### src/rtl/chunked_adder_sequencer.sv
// Multi-cycle wide adder: one shared CHUNK-bit slice adds the operands
// least significant chunk first, carrying between chunks in a register.
module chunked_adder_sequencer #(
  parameter int CHUNK  = 3,
  parameter int NCHUNK = 4
) (
  input  logic                      clk,
  input  logic                      rst_n,
  input  logic                      start,
  input  logic                      abort,
  input  logic [CHUNK*NCHUNK-1:0]   a,
  input  logic [CHUNK*NCHUNK-1:0]   b,
  input  logic                      cin,
  output logic                      busy,
  output logic                      done,
  output logic [CHUNK*NCHUNK-1:0]   sum,
  output logic                      cout
);

  localparam int WIDTH = CHUNK * NCHUNK;
  localparam int IW    = (NCHUNK > 1) ? $clog2(NCHUNK) : 1;

  typedef enum logic [1:0] {
    S_IDLE,
    S_RUN,
    S_DONE
  } state_t;

  state_t           state;
  logic [IW-1:0]    idx;
  logic             carry;
  logic [WIDTH-1:0] a_reg;
  logic [WIDTH-1:0] b_reg;
  logic [CHUNK:0]   slice;

  // The single shared adder slice, steered by the chunk index.
  always_comb begin
    slice = {1'b0, a_reg[idx*CHUNK +: CHUNK]}
          + {1'b0, b_reg[idx*CHUNK +: CHUNK]}
          + {{CHUNK{1'b0}}, carry};
  end

  always_ff @(posedge clk or negedge rst_n) begin
    if (!rst_n) begin
      state <= S_IDLE;
      idx   <= '0;
      carry <= 1'b0;
      a_reg <= '0;
      b_reg <= '0;
      busy  <= 1'b0;
      done  <= 1'b0;
      sum   <= '0;
      cout  <= 1'b0;
    end else begin
      case (state)
        S_IDLE: begin
          done <= 1'b0;
          if (start) begin
            a_reg <= a;
            b_reg <= b;
            carry <= cin;
            idx   <= '0;
            sum   <= '0;
            cout  <= 1'b0;
            busy  <= 1'b1;
            state <= S_RUN;
          end
        end

        S_RUN: begin
          // Abort wins over the chunk step, including the final one.
          if (abort) begin
            state <= S_IDLE;
            busy  <= 1'b0;
            sum   <= '0;
            cout  <= 1'b0;
            carry <= 1'b0;
            idx   <= '0;
          end else begin
            sum[idx*CHUNK +: CHUNK] <= slice[CHUNK-1:0];
            carry <= slice[CHUNK];
            if (idx == IW'(NCHUNK - 1)) begin
              cout  <= slice[CHUNK];
              idx   <= '0;
              done  <= 1'b1;
              state <= S_DONE;
            end else begin
              idx <= idx + 1'b1;
            end
          end
        end

        S_DONE: begin
          done  <= 1'b0;
          busy  <= 1'b0;
          state <= S_IDLE;
        end

        default: begin
          state <= S_IDLE;
          busy  <= 1'b0;
          done  <= 1'b0;
        end
      endcase
    end
  end

endmodule

### config.mk
export PLATFORM = sky130hd
export DESIGN_NAME = chunked_adder_sequencer
export DESIGN_NICKNAME = d
export VERILOG_FILES = /design/src/rtl/chunked_adder_sequencer.sv
export SDC_FILE = /design/constraint.sdc
export NUM_CORES = 1
export LEC_CHECK = 0
export BUFFER_PORTS_ARGS = -buffer_cell sky130_fd_sc_hd__buf_2
export CAP_MARGIN = 20
export CORE_MARGIN = 2
export CORE_UTILIZATION = 35
export CTS_CLUSTER_SIZE = 25
export DETAILED_ROUTE_END_ITERATION = 12
export PLACE_DENSITY = 0.55
export SLEW_MARGIN = 25
export SYNTH_ARGS = -nofsm -noshare
export SYNTH_HDL_FRONTEND = slang
export SYNTH_SLANG_ARGS = --single-unit
### constraint.sdc
create_clock -name clk -period 3 [get_ports clk]
set_clock_uncertainty 0.1 [all_clocks]
set_input_delay 0.45 -clock clk [delete_from_list [all_inputs] [get_ports clk]]
set_output_delay 0.45 -clock clk [all_outputs]
set_load 0.005 [all_outputs]
; Word level (Yosys, flattened, before mapping)
; Cells that the tools add are included.
; Widths: inputs -> output; s select.
[classes]
n_addsub = 4
n_mul = 1
div_mod_pow = 0
magnitude_cmp = 0
eq_ne = 7
shift = 4
muxes = 25
bitwise_logic = 0
n_reduce_logical = 8
[ops]
columns = op, count
row1 = $neg 4->34, 1
row2 = $shift 3x34->12 const A, 1
row3 = $shiftx 3x34->12, 1
row4 = $mux 12, 2
row5 = $pmux 12 s2, 1
row6 = $shiftx 12x5->3, 2
row7 = $bwmux 12, 1
row8 = $mux 2, 6
row9 = $mux 1, 10
row10 = $reduce_and 2->1, 5
row11 = $ne 2x2->1 const B, 4
row12 = $pmux 2 s2, 2
row13 = $pmux 1 s2, 3
row14 = $add 3x3->4, 1
row15 = $add 4x1->4, 1
row16 = $mul 2x2->4 const B, 1
row17 = $ne 3x3->1 const B, 1
row18 = $reduce_and 3->1, 1
row19 = $add 2x1->2 const B, 1
row20 = $eq 2x1->1 const B, 1
row21 = $eq 2x2->1 const B, 1
row22 = $logic_not 2->1, 1
row23 = $reduce_bool 2->1, 1
[word_totals]
reg_bits = 44
latchBits = 0
ram_bits = 0
mem_bits_ro = 0
out_inout_bits = 15
elab_cells = 58
n_memories = 0

; Logic depth before layout (Yosys ltp)
[logic_depth]
depth_word = 8
mapped_depth = 7

; Worst setup path before layout
; No wires, ideal clock.
[synth_timing]
path_type = register to register
from = register idx[0]
to = register sum[10]
setup_ps = 78
arrival_ps = 2170
required_ps = 2822
setup_slack_ps = 652
path_stages_with_launch = 7
period_less_slack_ps = 2348
cell_sequence = dfrtp_1 -> buf_2 -> mux4_2 -> fa_1 -> inv_1 -> fa_1 -> o2bb2ai_1
[synth_between]
elab_chain_len = 8
elab_cells_between_ends = 11
[synth_lines]
columns = item, line
row1 = start: declaration, 30  ; logic [IW-1:0] idx;
row2 = start signal: assignment, 88  ; idx <= idx + 1'b1;
row3 = $mul 2x2->4 *, "38, 39, 80"
row4 = $shiftx 12x5->3 (on tied branches), "38, 39"
row5 = $add 3x3->4, 39  ; + {1'b0, b_reg[idx*CHUNK +: CHUNK]}
row6 = $add 4x1->4, 40  ; + {{CHUNK{1'b0}}, carry};
row7 = $shiftx 3x34->12, 80  ; sum[idx*CHUNK +: CHUNK] <= slice[CHUNK-1:0];
row8 = $bwmux 12 *, 80
row9 = $mux 12 *, 72  ; if (abort) begin
row10 = $pmux 12 s2 *, 55  ; case (state)
row11 = end signal: indexed assignment, 80
row12 = end: declaration, 16  ; output logic [CHUNK*NCHUNK-1:0] sum,
; Every way passes the cells marked *; elsewhere a longest branch is shown, timed or not.
; A chain may end at the register's enable or synchronous reset.

; Worst setup path in the final report
[layout_timing]
from = register idx[0]
to = register sum[2]
; Same word-level chain as after synthesis.

==> impl_metrics.env <==
export IMPL_status="finished clean"
export IMPL_slowest_stage="mux4_2"
export IMPL_area_growth_pct=16.7
export IMPL_r2r_end="sum[2]$_DFFE_PN0P_"
export IMPL_antenna_found_initial=0
export IMPL_max_stage_delay_ns=0.56
export IMPL_drtIter0Drc=80
export IMPL_clock_power_share=0.191
export IMPL_clk_path_buf_depth=2
export IMPL_cts_resized=0
export IMPL_synth_seq_cells=44
export IMPL_synthArstFlopShare=1.00
export IMPL_setup_viol=0
export IMPL_yosys_warnings=0
export IMPL_seqPwrFrac=0.446
export IMPL_synth_distinct_cells=34
export IMPL_tns_ns=0
export IMPL_grtUsageTotal=0.140
export IMPL_syn_area_um2=2140
export IMPL_dp_hpwl_mm=3.07
export IMPL_seq_area_frac_synth=0.515
export IMPL_p_int_mw=1.20
export IMPL_power_mw=1.79
export IMPL_fill_cells=570
export IMPL_gp_congestion=0.798
export IMPL_die_x_um=82.2
export IMPL_layout_setup_ws_ns=0.524
export IMPL_synth_top_area_cell="dfrtp_1"
export IMPL_synth_top_cell_area_share=0.515
export IMPL_crit_fanout=6
export IMPL_critPathLaunchType="flop"
export IMPL_drv_slew=0
export IMPL_mappedNetlistNets=181
export IMPL_crit_top_cell="fa_1"
export IMPL_rows=28
export IMPL_wire_per_inst_um=15.4
export IMPL_dr_total_vias=1310
export IMPL_end_kind="flop"
export IMPL_ir_drop_mv=0.249
export IMPL_crit_buf_inv=1
export IMPL_max_freq_ghz=0.404
export IMPL_root_buffer="clkbuf_8"
export IMPL_syn_inst=144
export IMPL_grt_setup_unrepaired="false"
export IMPL_fin_nets=227
export IMPL_antenna_cells=0
export IMPL_worst_slew_pin_slew_ns=0.547
export IMPL_die_area_um2=6750
export IMPL_criticalPathCategory="reg2reg"
export IMPL_cts_sinks=44
export IMPL_drt_first_pass_iters=4
export IMPL_ios=44
export IMPL_maxCapViolations=0
export IMPL_ant_nets=0
export IMPL_grt_pass1_wl_mm=7.01
export IMPL_synth_enable_flop_cells=0
export IMPL_r2r_start="idx[0]$_DFFE_PN0P_"
export IMPL_p_sw_mw=0.588
export IMPL_p_leak_nw=1.19
export IMPL_r2r_cells=6
export IMPL_slew_headroom=0.635
export IMPL_r2r_slack_ns=0.52
export IMPL_grt_pass1_vias=1465
export IMPL_htree_levels=2
export IMPL_final_cells=265
export IMPL_routed_wirelength_mm=4.07
export IMPL_switching_share=0.328
export IMPL_p_comb_frac=0.363
export IMPL_initial_core_util=0.361
export IMPL_grt_start_max_net_pins=45
export IMPL_synthFlopType="dfrtp_1"
export IMPL_hold_viol=0
export IMPL_overflow=0
export IMPL_synthTopCellsByCount="dfrtp_1 (44), mux2_4 (20), o2bb2ai_1 (13)"
export IMPL_post_cts_buffers=0
export IMPL_hold_class="in2async"
export IMPL_cp_cell_sequence="mux4_2, fa_1, inv_1, fa_1, xor2_1, o2bb2ai_1"
export IMPL_synth_area_leaders="dfrtp_1 (51%), mux2_4 (14%), mux4_2 (6.3%), o2bb2ai_1 (5.3%), ha_1 (3.5%)"
export IMPL_post_route_min_period_ns=2.48
export IMPL_fin_crit_sh=0.825
export IMPL_port_buffers=43
export IMPL_clock_latency_ns=0.29
export IMPL_placeableCoreArea_um2=5920
export IMPL_postCtsHoldBufs=0
export IMPL_drive_gt1_frac=0.447
export IMPL_place_inst=258
export IMPL_place_ws_ns=0.524
export IMPL_post_route_drc_count=0
export IMPL_yosysMostFrequentCell="dfrtp_1"
export IMPL_die_height_um=82.2
export IMPL_via_per_inst=4.94
export IMPL_cp_arrival_ns=2.54
export IMPL_critPathTopFamily="adder cells"
export IMPL_cts_tree="built"
export IMPL_syn_area_per_cell_um2=14.8
export IMPL_cp_data_required_time_ns=3.06
export IMPL_powerDensity_nw_per_um2=718
export IMPL_clkSlewWorstSetupHoldPaths_ns=0.08
export IMPL_cts_buffers=5
per-layer routing:
layer / up-vias / routed length [µm] / global-route usage
met5: - / 0 / 0
li1: 623 / - / -
met3: 6 / 193 / 0.0370
met4: 0 / 58 / 0.0450
met1: 649 / 1790 / 0.170
met2: 32 / 2030 / 0.241
how the worst max path moves through the flow:
stage / endpoint / slack, ns / start / cells past startpoint
after floorplan: sum[10]$_DFFE_PN0P_ / 0.65 / idx[0]$_DFFE_PN0P_ / 6
after global routing: sum[2]$_DFFE_PN0P_ / 0.37 / idx[0]$_DFFE_PN0P_ / 6
after detailed placement: sum[2]$_DFFE_PN0P_ / 0.52 / idx[0]$_DFFE_PN0P_ / 6
after CTS: sum[2]$_DFFE_PN0P_ / 0.49 / idx[0]$_DFFE_PN0P_ / 6
final: sum[2]$_DFFE_PN0P_ / 0.52 / idx[0]$_DFFE_PN0P_ / 6
after global placement: sum[2]$_DFFE_PN0P_ / 0.63 / idx[0]$_DFFE_PN0P_ / 6
cell families (layout without fill, tap and decap cells):
kind of cell / Yosys count / in the layout / synth area share
AO/OA/AOI/OAI: 30 / 30 / 0.104
adder cells (fa/ha/maj): 8 / 8 / 0.0538
AND/OR/NAND/NOR: 17 / 17 / 0.0620
XOR/XNOR: 1 / 1 / 0.00410
multiplexers: 31 / 31 / 0.229
flip-flops: 44 / 44 / 0.515
buffers and inverters: 13 / 59 / 0.0322
layout make-up:
type	instances	area, µm²	share of cell area
sequential	44	1100	0.441
clock inverter	1	5.00	0.00201
timing repair buffer	44	225	0.0902
inverter	8	30.0	0.0120
multi-input combinational	87	968	0.388
tap	75	93.8	0.0376
clock buffer	6	72.6	0.0291
power groups by stage:
stage / logic (mW) / clock network, mW / registers, mW
finish: 0.650 / 0.342 / 0.800
global placement: 0.630 / 0 / 0.812
detailed placement: 0.655 / 0 / 0.816
global route: 0.721 / 0.392 / 0.820
floorplan: 0.497 / 0 / 0.776
CTS: 0.663 / 0.360 / 0.806
placed cells by master (no fill, tap or decap), drive strengths merged:
master,count
dfrtp,44
buf,44
mux2,24
o2bb2ai,13
inv,8
mux4,6
ha,6
clkbuf,6
o21ai,6
nand2,4
a21oi,4
nor2,3
nor2b,2
o21bai,2
nand4,2
nand4b,2
fa,2
nor3b,2
nand2b,1
o21ba,1
mux2i,1
a21o,1
a211oi,1
o22ai,1
or2b,1
xor2,1
o21a,1
clkinv,1
through the flow:
step | area [µm²] | hold slack, ns | utilization
2_1_floorplan | 2140 | 0.0544 | -
3_3_place_gp | 2420 | 0.370 | 0.408
3_5_place_dp | 2420 | 0.369 | 0.408
4_1_cts | 2490 | 0.245 | 0.421
5_1_grt | 2500 | 0.0650 | 0.422
6_report | 2500 | 0.0373 | 0.422
Note: power is estimated with default switching activity, not from simulation.
